<file path="src/rtl/mem_ctrl_fsm.sv">
// Sequencing controller for the 16-bit external memory port: fixed-phase read/write
// bus sequences with acknowledge wait, timeout abort and read-data capture.
module mem_ctrl_fsm #(
   parameter int ADDR_W      = 10,
   parameter int INIT_CYCLES = 16,
   parameter int TIMEOUT     = 255
) (
   input  logic              i_clk,
   input  logic              i_rst_n,
   input  logic              i_rd_req,
   input  logic              i_wr_req,
   input  logic              i_done_clr,
   input  logic [ADDR_W-1:0] i_req_addr,
   input  logic [15:0]       i_req_wdata,
   input  logic [15:0]       i_mem_rdata,
   input  logic              i_mem_ack,
   output logic [ADDR_W-1:0] o_mem_addr,
   output logic [15:0]       o_mem_wdata,
   output logic              o_mem_cs,
   output logic              o_mem_oe,
   output logic              o_mem_we,
   output logic [12:0]       o_state,
   output logic [15:0]       o_rd_data,
   output logic              o_busy,
   output logic              o_err
);

   localparam logic [12:0] S_RESET   = 13'h0001;
   localparam logic [12:0] S_IDLE    = 13'h0002;
   localparam logic [12:0] S_RD_ST0  = 13'h0004;
   localparam logic [12:0] S_RD_ST1  = 13'h0008;
   localparam logic [12:0] S_RD_ST2  = 13'h0010;
   localparam logic [12:0] S_RD_WAIT = 13'h0020;
   localparam logic [12:0] S_RD_DONE = 13'h0040;
   localparam logic [12:0] S_WR_ST0  = 13'h0080;
   localparam logic [12:0] S_WR_ST1  = 13'h0100;
   localparam logic [12:0] S_WR_ST2  = 13'h0200;
   localparam logic [12:0] S_WR_ST3  = 13'h0400;
   localparam logic [12:0] S_WR_ST4  = 13'h0800;
   localparam logic [12:0] S_WR_WAIT = 13'h1000;

   localparam logic [7:0] INIT_LAST = 8'(INIT_CYCLES - 1);
   localparam logic [7:0] TO_LAST   = 8'(TIMEOUT - 1);

   logic [12:0]       r_state;
   logic [7:0]        r_cnt;
   logic [ADDR_W-1:0] r_addr;
   logic [15:0]       r_wdata;
   logic [15:0]       r_rd_data;
   logic              r_err;

   always_ff @(posedge i_clk or negedge i_rst_n) begin
      if (!i_rst_n) begin
         r_state   <= S_RESET;
         r_cnt     <= '0;
         r_addr    <= '0;
         r_wdata   <= '0;
         r_rd_data <= '0;
         r_err     <= 1'b0;
      end else begin
         case (r_state)
            S_RESET: begin
               if (r_cnt == INIT_LAST) begin
                  r_state <= S_IDLE;
                  r_cnt   <= '0;
               end else begin
                  r_cnt <= r_cnt + 8'd1;
               end
            end
            // Read has priority; a simultaneous write is dropped, not queued.
            S_IDLE: begin
               if (i_rd_req)      r_state <= S_RD_ST0;
               else if (i_wr_req) r_state <= S_WR_ST0;
            end
            S_RD_ST0: begin
               r_addr  <= i_req_addr;
               r_state <= S_RD_ST1;
            end
            S_RD_ST1: r_state <= S_RD_ST2;
            S_RD_ST2: begin
               r_cnt   <= '0;
               r_state <= S_RD_WAIT;
            end
            S_RD_WAIT: begin
               if (i_mem_ack) begin
                  r_rd_data <= i_mem_rdata;
                  r_err     <= 1'b0;
                  r_state   <= S_RD_DONE;
               end else if (r_cnt == TO_LAST) begin
                  r_err   <= 1'b1;
                  r_state <= S_IDLE;
               end else begin
                  r_cnt <= r_cnt + 8'd1;
               end
            end
            S_RD_DONE: if (i_done_clr) r_state <= S_IDLE;
            S_WR_ST0: begin
               r_addr  <= i_req_addr;
               r_wdata <= i_req_wdata;
               r_state <= S_WR_ST1;
            end
            S_WR_ST1: r_state <= S_WR_ST2;
            S_WR_ST2: r_state <= S_WR_ST3;
            S_WR_ST3: r_state <= S_WR_ST4;
            S_WR_ST4: begin
               r_cnt   <= '0;
               r_state <= S_WR_WAIT;
            end
            S_WR_WAIT: begin
               if (i_mem_ack) begin
                  r_err   <= 1'b0;
                  r_state <= S_IDLE;
               end else if (r_cnt == TO_LAST) begin
                  r_err   <= 1'b1;
                  r_state <= S_IDLE;
               end else begin
                  r_cnt <= r_cnt + 8'd1;
               end
            end
            // Corrupted (non-one-hot) state falls back to IDLE.
            default: r_state <= S_IDLE;
         endcase
      end
   end

   // Strobes decode from the state register only, so a corrupted value keeps the bus idle.
   logic w_cs, w_oe, w_we;
   always_comb begin
      w_cs = 1'b0;
      w_oe = 1'b0;
      w_we = 1'b0;
      case (r_state)
         S_RD_ST1:               w_cs = 1'b1;
         S_RD_ST2, S_RD_WAIT:    begin w_cs = 1'b1; w_oe = 1'b1; end
         S_WR_ST1, S_WR_ST2:     w_cs = 1'b1;
         S_WR_ST3, S_WR_ST4:     begin w_cs = 1'b1; w_we = 1'b1; end
         S_WR_WAIT:              w_cs = 1'b1;
         default:                ;
      endcase
   end

   assign o_mem_cs    = w_cs;
   assign o_mem_oe    = w_oe;
   assign o_mem_we    = w_we;
   assign o_mem_addr  = r_addr;
   assign o_mem_wdata = r_wdata;
   assign o_state     = r_state;
   assign o_rd_data   = r_rd_data;
   assign o_err       = r_err;
   assign o_busy      = (r_state != S_IDLE) && (r_state != S_RD_DONE);

endmodule

</file>
<file path="config.mk">
export PLATFORM = sky130hd
export DESIGN_NAME = mem_ctrl_fsm
export DESIGN_NICKNAME = d
export VERILOG_FILES = /design/src/rtl/mem_ctrl_fsm.sv
export SDC_FILE = /design/constraint.sdc
export NUM_CORES = 1
export LEC_CHECK = 0
export BUFFER_PORTS_ARGS = -buffer_cell sky130_fd_sc_hd__buf_2
export CORE_UTILIZATION = 53
export CTS_CLUSTER_SIZE = 10
export DETAILED_ROUTE_END_ITERATION = 16
export PLACE_DENSITY = 0.85
export RECOVER_POWER = 25
export SYNTH_ARGS = -nofsm -noshare
export SYNTH_HDL_FRONTEND = slang
export SYNTH_SLANG_ARGS = --single-unit
</file>
<file path="constraint.sdc">
create_clock -name i_clk -period 5.2 [get_ports i_clk]
set_clock_uncertainty 0.15 [all_clocks]
set_input_delay 0 -clock i_clk [delete_from_list [all_inputs] [get_ports i_clk]]
set_output_delay 0 -clock i_clk [all_outputs]
set_load 0.1 [all_outputs]
</file>
==> impl_metrics.csv <==
group,metric,value,unit
logic_synthesis,ys_seq_area_share,54.01,%
clock_tree,clkTransAtPathRegs,80,ps
global_routing,antenna_found_initial,0,
logic_synthesis,syn-cell-area,0.002968,sq mm
logic_synthesis,synth_edf_count,0,
place,dp_hpwl,4.867,mm
layout,syn_to_final_growth,43.30,%
logic_synthesis,synthSimpleGateAreaFrac,24.58,%
clock_tree,cts_num_sinks,64,
logic_synthesis,synth_compound_area_share,5.228,%
global_routing,grt_overflow,0,
timing,finalSetupTns,0,ps
run,drv_cap,1,
timing,period_needed,3422,ps
clock_tree,cts_root_buf,"clkbuf_8",
global_routing,grt_pass1_wl,15.46,mm
hold_path,hp-class,"in2reg",
place,port_buffers,107,
clock_tree,numCtsBuffers,9,
worst_setup_path,critical_path.top_delay_family,"buffers and inverters",
logic_synthesis,synth_area_leaders,"dfrtp_1 (53%), mux2_2 (10%), nand2_1 (7.0%)",
clock_tree,cts_htree_levels,3,
timing,finalSetupViolations,0,
routing,wl_per_cell,19.07,um
floorplan,rows,26,
timing,holdWs,261.3,ps
routing,vias_per_cell,5.845,
clock_tree,tritoncts,"done",
global_routing,grt_max_degree,65,
timing,finalHoldViolations,0,
logic_synthesis,synth_top_family_by_area,"simple AND/OR/NAND/NOR gates",
place,placed_area,0.003535,sq mm
logic_synthesis,yosys_most_used_dff,"dfrtp_1",
layout,antennaDiodeCount,0,
worst_setup_path,crit_start,"i_rst_n",
worst_setup_path,cpPeakStageDelay,2320,ps
run_status,outcome,"finished, violations left",
routing,route.detailed.drc,0,
global_routing,grtUsageTotal,34.54,%
clock_tree,post_cts_buffers,0,
worst_setup_path,endpoint_kind,"async pin",
worst_setup_path,cp.depth,3,
worst_setup_path,cp-start-kind,"primary input",
logic_synthesis,synth_common_cells,"dfrtp_1 (63), nand2_1 (55), mux2_2 (27)",
worst_setup_path,required,4750,ps
worst_setup_path,crit_slowest_cell,"clkbuf_1",
worst_setup_path,worstPathMaxFanout,64,
global_routing,grt_pass1_vias,3028,
timing,tightest_slew,3305,ps
floorplan,design.portCount,108,
timing,period_share,65.81,%
layout,nets,478,
worst_setup_path,criticalPathCategory,"in2async",
routing,initialDrtViolationCount,296,
logic_synthesis,synth-adder-area-share,0.8432,%
logic_synthesis,synth_warnings,0,
logic_synthesis,syn_nets,325,
timing,rsz0062_at_grt,"no",
place,place.gp.congestion,0.8762,
logic_synthesis,synthMuxAreaShare,10.92,%
place,dpl_worst_slack,2497,ps
timing,timing.fmax,0.2922,GHz
routing,first_pass_iters,5,
floorplan,initial_core_util,56.67,%
timing,slew_headroom,-120.3,%
clock_tree,clockBufferDepth,2,
timing,fin_ws,1778,ps
floorplan,core,0.005238,sq mm
logic_synthesis,synth_seq_cells,64,
logic_synthesis,yosysMostFrequentCell,"dfrtp_1",
floorplan,die_h,76.83,um
worst_setup_path,r2r_cells,5,
logic_synthesis,synth_area_leader_cell,"dfrtp_1",
worst_setup_path,crit_path_cell_trace,"dlygate4sd3_1, buf_2, clkbuf_1",
routing,vias,2940,
logic_synthesis,synth_cell_types,50,
hold_path,min_from,"i_req_wdata[8]",
run_status,violations,"capacitance limit, slew limit",
logic_synthesis,synthCells,275,
logic_synthesis,yosys.area_share.xor_xnor,1.771,%
worst_setup_path,crit_buf_inv,3,
logic_synthesis,synth_top_area_share,53.12,%
layout,drive_above_1_share,39.03,%
routing,drtAntennaViolNets,0,
floorplan,dieArea,0.005903,sq mm
logic_synthesis,async_flop_share,100.0,%
clock_tree,clk_latency,340,ps
worst_setup_path,r2r_slack,2390,ps
worst_setup_path,critical_path_arrival,2970,ps
logic_synthesis,avgSynthCellArea,10.79,sq um
timing,final-max-slew-violation-count,65,
worst_setup_path,reg2reg_from,"o_state[8]",
layout,design_area,0.004253,sq mm
floorplan,die_width,76.83,um
routing,wirelength,9.592,mm
hold_path,worstHoldPathCells,4,
## area by class of cell
cell class | instances | area, sq um
multi-input combinational | 194 | 1286
clock buffer | 10 | 137.6
inverter | 4 | 15.01
timing repair buffer | 155 | 1010
sequential | 64 | 1603
fill | 271 | 984.7
clock inverter | 6 | 113.9
tap | 70 | 87.58
## sequential cells by signal, summed over array words and instances (netlist names)
| register | cells |
|---|---|
| o_mem_wdata | 16 |
| o_mem_addr | 10 |
| r_cnt | 8 |
| o_err | 1 |
| o_state | 13 |
| o_rd_data | 16 |
## cell usage in the layout (no fill, tap or decap), types with 3 or more instances in the layout
| cell | Yosys | layout |
|---|---|---|
| buf_2 | 6 | 107 |
| dfrtp_1 | 63 | 63 |
| nand2_1 | 55 | 55 |
| dlygate4sd3_1 | 0 | 47 |
| mux2_2 | 27 | 27 |
| nor2_1 | 17 | 17 |
| nand3_1 | 13 | 13 |
| clkbuf_8 | 0 | 10 |
| nor4_1 | 6 | 6 |
| nor3_1 | 6 | 6 |
| nand4_1 | 5 | 5 |
| o21ai_0 | 5 | 5 |
| inv_1 | 4 | 4 |
| xor2_1 | 4 | 4 |
| a21oi_1 | 4 | 4 |
| nor3_4 | 3 | 3 |
| or4b_2 | 3 | 3 |
| or2_2 | 3 | 3 |
| and3_1 | 3 | 3 |
| bufinv_16 | 0 | 3 |
## repair_timing
action,CTS,global route
hold buffers,47,0
resized for setup,0,0
endpoints found under the hold margin,110,0
## kinds of logic (layout without fill, tap and decap cells)
logic type,Yosys count,in the layout
AOI/OAI and AO/OA,21,21
xor gates and xnor gates,6,6
adders and majority gates,2,2
buffers and inverters,17,175
DFF,64,64
muxes,29,29
and+or+nand+nor,136,136
## routing by layer
| layer | part of all wire, % | track usage [%] | routed length [um] |
|---|---|---|---|
| met5 | 0 | 0 | 0 |
| met2 | 50 | 58.48 | 4814 |
| met4 | 5.9 | 21.15 | 564 |
| met3 | 8.0 | 7.738 | 768 |
| met1 | 36 | 39.64 | 3444 |
## path summary, 6_finish.rpt
kind	endpoint
worst max-delay path	o_state[12]
worst min-delay path	o_mem_wdata[8]
worst max register to register	o_rd_data[1]
worst min register to register	o_mem_wdata[2]
max in group i_clk	o_mem_cs
min in group asynchronous	o_mem_wdata[13]
## tightest hold or removal path: stages
cell and delay (ps):
dlygate4sd3_1 510, buf_2 90, nand2_1 50, nand2_1 60
## through the flow
stage          cells  utilization [%]
6_report         503            81.20
2_1_floorplan    275                -
4_1_cts          503            81.27
3_5_place_dp     440            67.49
5_1_grt          503            81.20
3_3_place_gp     440            67.49
Power is not shown: default switching activity piles up to over one toggle a cycle in this logic, so the estimate is an artifact.
